### config.mk
export PLATFORM = sky130hd
export DESIGN_NAME = delay_timer_mc_flat
export DESIGN_NICKNAME = d
export VERILOG_FILES = /design/src/rtl/delay_timer_mc_pkg.sv /design/src/rtl/delay_timer_mc_if.sv /design/src/rtl/delay_timer_mc_ch.sv /design/src/rtl/delay_timer_mc.sv /design/src/flat_wrapper.sv
export SDC_FILE = /design/constraint.sdc
export NUM_CORES = 1
export LEC_CHECK = 0
export ABC_AREA = 1
export CAP_MARGIN = 0
export CORE_AREA = 2 2 104 106
export CTS_BUF_LIST = sky130_fd_sc_hd__clkbuf_16
export DETAILED_ROUTE_END_ITERATION = 16
export DIE_AREA = 0 0 106 108
export PLACE_DENSITY = 0.67
export SETUP_SLACK_MARGIN = 0.3
export SLEW_MARGIN = 5
export SYNTH_ARGS = -nofsm -noshare
export SYNTH_HDL_FRONTEND = slang
export SYNTH_HIERARCHICAL = 1
export SYNTH_SLANG_ARGS = --single-unit
export TNS_END_PERCENT = 50
### constraint.sdc
create_clock -name clk -period 2.3 [get_ports clk]
set_input_delay 0.46 -clock clk [delete_from_list [all_inputs] [get_ports clk]]
set_output_delay 0.46 -clock clk [all_outputs]
set_load 0.02 [all_outputs]
### src/rtl/delay_timer_mc_pkg.sv
// rtl/delay_timer_mc_pkg.sv - shared state encoding and default widths for the delay timer
package delay_timer_mc_pkg;

    typedef enum logic [1:0] {
        ST_IDLE  = 2'd0,
        ST_WAIT  = 2'd1,
        ST_PULSE = 2'd2
    } state_t;

    localparam int DEF_NUM_CH = 1;
    localparam int DEF_CNT_W  = 24;
    localparam int DEF_PW_W   = 8;

endpackage

### src/rtl/delay_timer_mc_if.sv
// rtl/delay_timer_mc_if.sv - per-channel trigger, config and output bundle of the delay timer
interface delay_timer_mc_if
    import delay_timer_mc_pkg::*;
#(
    parameter int NUM_CH = DEF_NUM_CH,
    parameter int CNT_W  = DEF_CNT_W,
    parameter int PW_W   = DEF_PW_W
);
    logic [NUM_CH-1:0]       start;
    logic [NUM_CH-1:0]       abort;
    logic [NUM_CH*CNT_W-1:0] delay_val;
    logic [NUM_CH*PW_W-1:0]  pulse_len;
    logic [NUM_CH-1:0]       periodic;
    logic [NUM_CH-1:0]       retrig_en;
    logic [NUM_CH-1:0]       delay_out;
    logic [NUM_CH-1:0]       busy;
    logic [NUM_CH-1:0]       done;

    modport master (
        output start, abort, delay_val, pulse_len, periodic, retrig_en,
        input  delay_out, busy, done
    );

    modport slave (
        input  start, abort, delay_val, pulse_len, periodic, retrig_en,
        output delay_out, busy, done
    );
endinterface

### src/rtl/delay_timer_mc_ch.sv
// rtl/delay_timer_mc_ch.sv - one timer channel: start edge detect, config shadow, FSM, delay and pulse counters
module delay_timer_mc_ch
    import delay_timer_mc_pkg::*;
#(
    parameter int CNT_W = DEF_CNT_W,
    parameter int PW_W  = DEF_PW_W
) (
    input  logic             i_clk,
    input  logic             i_rst,
    input  logic             i_start,
    input  logic             i_abort,
    input  logic [CNT_W-1:0] i_delay_val,
    input  logic [PW_W-1:0]  i_pulse_len,
    input  logic             i_periodic,
    input  logic             i_retrig_en,
    output logic             o_delay_out,
    output logic             o_busy,
    output logic             o_done
);

    state_t           r_state;
    logic             r_start_d;
    logic [CNT_W-1:0] r_cnt;
    logic [PW_W-1:0]  r_pcnt;
    logic [CNT_W-1:0] r_sh_d;
    logic [PW_W-1:0]  r_sh_p;
    logic             r_sh_per;
    logic             r_delay_out;
    logic             r_busy;
    logic             r_done;

    state_t           w_nxt_state;
    logic [CNT_W-1:0] w_nxt_cnt;
    logic [PW_W-1:0]  w_nxt_pcnt;
    logic             w_load_cfg;
    logic             w_start_edge;
    logic [CNT_W-1:0] w_d_eff;
    logic [PW_W-1:0]  w_p_eff;

    assign w_start_edge = i_start & ~r_start_d;
    // A zero delay or width would never hit the ==1 exit, so both are clamped to 1.
    assign w_d_eff = (i_delay_val == '0) ? CNT_W'(1) : i_delay_val;
    assign w_p_eff = (i_pulse_len == '0) ? PW_W'(1) : i_pulse_len;

    always_comb begin
        w_nxt_state = r_state;
        w_nxt_cnt   = r_cnt;
        w_nxt_pcnt  = r_pcnt;
        w_load_cfg  = 1'b0;
        if (i_abort) begin
            w_nxt_state = ST_IDLE;
            w_nxt_cnt   = '0;
            w_nxt_pcnt  = '0;
        end else begin
            case (r_state)
                ST_IDLE: begin
                    if (w_start_edge) begin
                        w_load_cfg  = 1'b1;
                        w_nxt_state = ST_WAIT;
                        w_nxt_cnt   = w_d_eff;
                    end
                end
                ST_WAIT, ST_PULSE: begin
                    if (w_start_edge && i_retrig_en) begin
                        w_load_cfg  = 1'b1;
                        w_nxt_state = ST_WAIT;
                        w_nxt_cnt   = w_d_eff;
                    end else if (r_state == ST_WAIT) begin
                        if (r_cnt == CNT_W'(1)) begin
                            w_nxt_state = ST_PULSE;
                            w_nxt_pcnt  = r_sh_p;
                        end else begin
                            w_nxt_cnt = r_cnt - CNT_W'(1);
                        end
                    end else begin
                        if (r_pcnt == PW_W'(1)) begin
                            w_nxt_pcnt = '0;
                            if (r_sh_per) begin
                                w_nxt_state = ST_WAIT;
                                w_nxt_cnt   = r_sh_d;
                            end else begin
                                w_nxt_state = ST_IDLE;
                                w_nxt_cnt   = '0;
                            end
                        end else begin
                            w_nxt_pcnt = r_pcnt - PW_W'(1);
                        end
                    end
                end
                default: begin
                    w_nxt_state = ST_IDLE;
                    w_nxt_cnt   = '0;
                    w_nxt_pcnt  = '0;
                end
            endcase
        end
    end

    always_ff @(posedge i_clk or posedge i_rst) begin
        if (i_rst) begin
            r_state     <= ST_IDLE;
            r_start_d   <= 1'b1;
            r_cnt       <= '0;
            r_pcnt      <= '0;
            r_sh_d      <= '0;
            r_sh_p      <= '0;
            r_sh_per    <= 1'b0;
            r_delay_out <= 1'b0;
            r_busy      <= 1'b0;
            r_done      <= 1'b0;
        end else begin
            r_state     <= w_nxt_state;
            r_start_d   <= i_start;
            r_cnt       <= w_nxt_cnt;
            r_pcnt      <= w_nxt_pcnt;
            if (w_load_cfg) begin
                r_sh_d   <= w_d_eff;
                r_sh_p   <= w_p_eff;
                r_sh_per <= i_periodic;
            end
            r_delay_out <= (w_nxt_state == ST_PULSE);
            r_busy      <= (w_nxt_state != ST_IDLE);
            r_done      <= (w_nxt_state == ST_PULSE) && (w_nxt_pcnt == PW_W'(1));
        end
    end

    assign o_delay_out = r_delay_out;
    assign o_busy      = r_busy;
    assign o_done      = r_done;

endmodule

### src/rtl/delay_timer_mc.sv
// rtl/delay_timer_mc.sv - multi-channel one-shot/periodic delay timer; one independent channel per bit
module delay_timer_mc
    import delay_timer_mc_pkg::*;
#(
    parameter int NUM_CH = DEF_NUM_CH,
    parameter int CNT_W  = DEF_CNT_W,
    parameter int PW_W   = DEF_PW_W
) (
    input logic             clk,
    input logic             rst,
    delay_timer_mc_if.slave bus
);

    logic [NUM_CH-1:0] w_delay_out;
    logic [NUM_CH-1:0] w_busy;
    logic [NUM_CH-1:0] w_done;

    for (genvar g = 0; g < NUM_CH; g++) begin : g_ch
        delay_timer_mc_ch #(
            .CNT_W(CNT_W),
            .PW_W (PW_W)
        ) u_ch (
            .i_clk      (clk),
            .i_rst      (rst),
            .i_start    (bus.start[g]),
            .i_abort    (bus.abort[g]),
            .i_delay_val(bus.delay_val[g*CNT_W +: CNT_W]),
            .i_pulse_len(bus.pulse_len[g*PW_W +: PW_W]),
            .i_periodic (bus.periodic[g]),
            .i_retrig_en(bus.retrig_en[g]),
            .o_delay_out(w_delay_out[g]),
            .o_busy     (w_busy[g]),
            .o_done     (w_done[g])
        );
    end

    assign bus.delay_out = w_delay_out;
    assign bus.busy      = w_busy;
    assign bus.done      = w_done;

endmodule

### src/flat_wrapper.sv
// flat-port wrapper written by rule: the top's interface ports become plain ports
module delay_timer_mc_flat import delay_timer_mc_pkg::*;
#(
    parameter int NUM_CH = DEF_NUM_CH,
    parameter int CNT_W  = DEF_CNT_W,
    parameter int PW_W   = DEF_PW_W
)
  (clk, rst, bus_start, bus_abort, bus_delay_val, bus_pulse_len, bus_periodic, bus_retrig_en, bus_delay_out, bus_busy, bus_done);
  delay_timer_mc_if #(.NUM_CH(NUM_CH), .CNT_W(CNT_W), .PW_W(PW_W)) bus_i ();
  input logic clk;
  input logic rst;
  input wire logic [$bits(bus_i.start)-1:0] bus_start;
  input wire logic [$bits(bus_i.abort)-1:0] bus_abort;
  input wire logic [$bits(bus_i.delay_val)-1:0] bus_delay_val;
  input wire logic [$bits(bus_i.pulse_len)-1:0] bus_pulse_len;
  input wire logic [$bits(bus_i.periodic)-1:0] bus_periodic;
  input wire logic [$bits(bus_i.retrig_en)-1:0] bus_retrig_en;
  output wire logic [$bits(bus_i.delay_out)-1:0] bus_delay_out;
  output wire logic [$bits(bus_i.busy)-1:0] bus_busy;
  output wire logic [$bits(bus_i.done)-1:0] bus_done;
  assign bus_i.start = bus_start;
  assign bus_i.abort = bus_abort;
  assign bus_i.delay_val = bus_delay_val;
  assign bus_i.pulse_len = bus_pulse_len;
  assign bus_i.periodic = bus_periodic;
  assign bus_i.retrig_en = bus_retrig_en;
  assign bus_delay_out = bus_i.delay_out;
  assign bus_busy = bus_i.busy;
  assign bus_done = bus_i.done;
  delay_timer_mc #(.NUM_CH(NUM_CH), .CNT_W(CNT_W), .PW_W(PW_W)) u_core (.clk(clk), .rst(rst), .bus(bus_i));
endmodule
==> results of run 1 <==
==> path summary, 6_finish.rpt <==
path / start / endpoint / slack (ns) / cells after the start
worst max-delay path: u_core/g_ch[0].u_ch/r_cnt[1] / u_core/g_ch[0].u_ch/o_done / 0.33 / 12
worst min-delay path: bus_start / u_core/g_ch[0].u_ch/r_start_d / 0.27 / 1
worst max register to register: u_core/g_ch[0].u_ch/r_cnt[1] / u_core/g_ch[0].u_ch/o_done / 0.33 / 12
worst min register to register: u_core/g_ch[0].u_ch/r_sh_p[6] / u_core/g_ch[0].u_ch/r_sh_p[6] / 0.48 / 2
max in group asynchronous: rst / u_core/g_ch[0].u_ch/r_cnt[3] / 1.39 / 3
min in group asynchronous: rst / u_core/g_ch[0].u_ch/r_state[1] / 0.56 / 3
==> registers in the layout (all words and copies together) (netlist names) <==
| name | flops |
|---|---|
| u_core/g_ch.u_ch/o_busy | 1 |
| u_core/g_ch.u_ch/r_cnt | 24 |
| u_core/g_ch.u_ch/r_pcnt | 8 |
| u_core/g_ch.u_ch/o_done | 1 |
| u_core/g_ch.u_ch/r_start_d | 1 |
| u_core/g_ch.u_ch/r_sh_per | 1 |
| u_core/g_ch.u_ch/r_sh_d | 24 |
| u_core/g_ch.u_ch/o_delay_out | 1 |
| u_core/g_ch.u_ch/r_sh_p | 8 |
| u_core/g_ch.u_ch/r_state | 2 |
==> routing by layer <==
metal  part of all wire  up-vias  routed length, um
met4              0.015        0                201
met3              0.072       16                954
li1                   -     2206                  -
met5                  0        -                  0
met2               0.45      194               5950
met1               0.46     2087               6125
==> cell type report <==
class	count	area [um^2]	share of cell area
multi-input combinational	460	2402	0.4220
clock buffer	9	225.2	0.03956
inverter	93	355.3	0.06242
sequential	71	1782	0.3130
timing repair buffer	67	685.7	0.1204
tap	136	170.2	0.02989
clock inverter	7	72.57	0.01275
==> placed cells by master, fill, tap and decap left out, types with 2 or more instances in the layout <==
cell                              synthesis  routed
sky130_fd_sc_hd__nand2_1                184     181
sky130_fd_sc_hd__nor3_1                   8       8
sky130_fd_sc_hd__inv_2                    7       8
sky130_fd_sc_hd__a32oi_1                  4       4
sky130_fd_sc_hd__ha_1                     7       4
sky130_fd_sc_hd__a21oi_1                 20      19
sky130_fd_sc_hd__buf_4                    2      20
sky130_fd_sc_hd__nand3_1                 43      41
sky130_fd_sc_hd__a31oi_1                  5       5
sky130_fd_sc_hd__dfrtp_1                 70      67
sky130_fd_sc_hd__nand3_2                  2       4
sky130_fd_sc_hd__clkinvlp_4               0       2
sky130_fd_sc_hd__nor2_2                  15      17
sky130_fd_sc_hd__nand2_2                  8      11
sky130_fd_sc_hd__buf_12                   0       3
sky130_fd_sc_hd__clkinv_4                 0       2
sky130_fd_sc_hd__o211ai_1                 2       2
sky130_fd_sc_hd__a22oi_1                  5       5
sky130_fd_sc_hd__o21ai_1                 23      24
sky130_fd_sc_hd__clkdlybuf4s50_1          0      39
sky130_fd_sc_hd__o22ai_1                 12      12
sky130_fd_sc_hd__buf_6                    2       2
sky130_fd_sc_hd__nor4_1                   3       3
sky130_fd_sc_hd__xnor2_1                  2       2
sky130_fd_sc_hd__xor2_1                   4       4
sky130_fd_sc_hd__clkbuf_16                0      11
sky130_fd_sc_hd__nand2_4                  3       3
sky130_fd_sc_hd__dfrtp_2                  0       3
sky130_fd_sc_hd__o21ai_0                 50      49
sky130_fd_sc_hd__ha_4                     0       2
sky130_fd_sc_hd__nor2_1                  39      33
sky130_fd_sc_hd__inv_1                   86      83
sky130_fd_sc_hd__nor2_4                   8      12
sky130_fd_sc_hd__nand4_1                  8       8
==> synthesized netlist by cell type, drive strengths merged, types with 3 or more instances <==
cell	number	area, um^2
nand2	195	774.5
nor4	3	18.77
nor3	9	56.31
a22oi	5	37.54
nor2	62	330.3
nand4	9	62.56
ha	7	87.58
a32oi	4	35.03
xor2	4	35.03
inv	93	349.1
o22ai	12	75.07
a21oi	20	100.1
buf	14	87.58
clkbuf	10	47.54
a31oi	5	31.28
dfrtp	70	1752
nand3	46	252.8
o21ai	73	365.4
==> power by group <==
group | switching, mW | total (mW) | leakage, nW | internal [mW]
registers | 0.156 | 1.60 | 0.907 | 1.44
clock network | 0.561 | 1.40 | 0.143 | 0.841
logic | 0.796 | 1.28 | 1.68 | 0.483
total | 1.51 | 4.28 | 2.73 | 2.77
==> metrics by stage <==
| stage | power [mW] | setup TNS, ns | area, um^2 | utilization | std cells |
|---|---|---|---|---|---|
| after floorplan | 2.401 | 0 | 4576 | - | 648 |
| after global placement | 2.762 | 0 | 5191 | 0.5074 | 819 |
| after detailed placement | 2.778 | -0.003486 | 5191 | 0.5074 | 819 |
| after CTS | 4.201 | 0 | 5514 | 0.5390 | 836 |
| after global routing | 4.526 | 0 | 5693 | 0.5564 | 843 |
| final | 4.279 | 0 | 5693 | 0.5564 | 843 |
==> what timing repair did <==
action                                 in CTS  in global routing
pin swaps                                   1                  5
endpoints found under the hold margin       0                  0
cloned                                      0                  2
resized for setup                           5                 28
setup endpoints to repair                   7                 60
setup buffers                               1                  5
==> worst max-delay path: stages (launching register included) <==
cell                      delay, ns
sky130_fd_sc_hd__dfrtp_1       0.38
sky130_fd_sc_hd__inv_2         0.11
sky130_fd_sc_hd__ha_1          0.22
sky130_fd_sc_hd__nand2_1       0.10
sky130_fd_sc_hd__nor2_4        0.16
sky130_fd_sc_hd__nand3_4       0.14
sky130_fd_sc_hd__nand2_4       0.11
sky130_fd_sc_hd__nand2_2       0.05
sky130_fd_sc_hd__o21ai_1       0.12
sky130_fd_sc_hd__nand2_1       0.10
sky130_fd_sc_hd__a21oi_2       0.21
sky130_fd_sc_hd__nand3_1       0.10
sky130_fd_sc_hd__nor2_1        0.11
==> kinds of logic (layout without fill, tap and decap cells) <==
kind of cell,Yosys count,after routing
flops,71,71
xor+xnor,6,6
simple gates,324,324
fa+ha+maj,7,7
compound gates,123,123
buf+inv,117,176
==> run summary, run 1 <==
The flow ran to the end, and the final reports show no timing, DRC or antenna violations. Placeable core area: 0.01023 mm^2. The die is 108 um tall. The final count of negative-setup-slack endpoints was 0. The total routing resource utilization after global routing was 0.2369. The area growth from synthesis to final layout came out at 24.52%. The share of the synthesized netlist area taken by xor and xnor gates was 0.01149; the clock skew was 0.006041 ns. Fraction of the yosys area taken by sequential cells: 0.3889. The number of global-route vias before repair is 4,044, and the number of design-rule violations left by the first detailed-router iteration is 370. Counting the fill cells in the layout gives 972.

The floorplan step defined a die boundary enclosing 0.01145 mm^2. The number of antenna violations at the first check in global routing came out at 0. For the met2 routing resource usage after global routing, the log shows 0.3502. The met3 demand-to-capacity share in global routing was 0.04099; the number of input and output port buffers inserted was 40. The mean routed wirelength per cell is 15.70 um. Worst hold margin: 0.2720 ns. The worst hold path belongs to the class in -> reg.

The share of synthesized registers carrying an async set or reset came out at 1.000. From left edge to right edge, the die measures 106 um. The total via count in the routed design was 4,503.

The smallest setup slack after layout is 0.3259 ns, and the final routed DRC violation total is 0. Summed over all layers, the global routing overflow is 0. The clock tree synthesis step divided the H-tree into 3 levels.

Entering global routing, the biggest net connects 72 pins. The wire length of the first global-routing pass was 20,980 um. The number of distinct library cell variants in the gate-level netlist after synthesis is 36. Max-cap violations in this run came to 0. The number of max-slew violations in the final report was 0. Summed over all nets, the half-perimeter wirelength after detailed placement is 9624 um. STA puts the critical path data required time at 2.57 ns.

Counting every sink on the clock net gives 71. The tools report the hold violation total from the final report as 0. The fraction of the cycle the final worst path needs is 0.8583, and the maximum vdd ir drop is 0.0003897 V. Endpoint kind of the worst setup timing path: a register.

Derived from the worst setup path, the maximum achievable clock frequency is 0.5066 GHz. The worst setup path is launched from a register. The clock input transition at the sequential cells of the worst setup and hold paths was 0.06 ns. The ratio of cells with drive above 1 in the final layout is 0.1556. After clock tree synthesis, the flow added hold-fix buffers numbering 0. The tools report the starting density of the core as 0.4469. The busiest layer in global routing was met2. The area share of fa/ha/maj cells after synthesis works out to 0.01916. The simple logic cell fraction of the synthesized area is 0.3270. The startpoint-to-endpoint class of the critical path was reg -> reg.

The smallest clock period supported by the final layout is computed as 1.974 ns. The run gives 2 as the worst-case clock buffer depth. The post-synth net total is 693, and the fraction of the mapped netlist area in compound gates is 0.1475.

TritonCTS built the clock tree. The relative max-transition margin was 0.6594. The standard-cell row count came out at 37. Yosys printed 6 warnings. The tools report the met1 track utilization from global routing as 0.3480.

At the later pin of the worst-skew pair, clock insertion delay measures 0.34 ns. Among all flip-flop cells after synthesis, the most frequent one is sky130_fd_sc_hd__dfrtp_1. For the number of buffers added by the clock tree synthesis step, the log shows 9. Along the worst path, the maximum fanout reaches 4. The final weighted congestion of routability-driven global placement is 0.9145. The number of antenna repair diodes came out at 0. For the count of mapped cells out of synthesis, the log shows 648. The area of the mapped netlist was 0.004572 mm^2; the power density over the cells was 751.7 mW/mm^2.

The length of the first detailed-routing pass in iterations came out at 5. The transition time of the tightest slew-check pin was 0.5062 ns; the minimum setup slack after placement was -0.003486 ns. The tools report the root cell of the clock tree as sky130_fd_sc_hd__clkbuf_16. The synthesized design contains 0 enable-type register cells. The multiplexer share of the synthesized area was 0; the static leakage was 2.734 nW. The total number of nets in the final design is 747. By area, the combinational part of the netlist is dominated by simple AND/OR/NAND/NOR gates. Setup repair after global routing could not meet its margin everywhere. In this run the remaining antenna-violating nets after routing total 0. 41 I/O pins were placed. The post-synthesis average cell area came out at 7.055 um^2. The synthesized design contains 71 register bits. The routed design has 13,230 um of wire. Dividing the detail-routed via count by the number of cells gives 5.342. For the worst setup path, the data arrival time is 2.24 ns.
No activity file was read; power rests on OpenSTA's default activity.
==> inputs of run 2 (changes only) <==
Settings changed: GPL_ROUTABILITY_DRIVEN from default to 1.
==> results of run 2 <==
No change in the layout: final DEF, timing and power equal those of run 1.
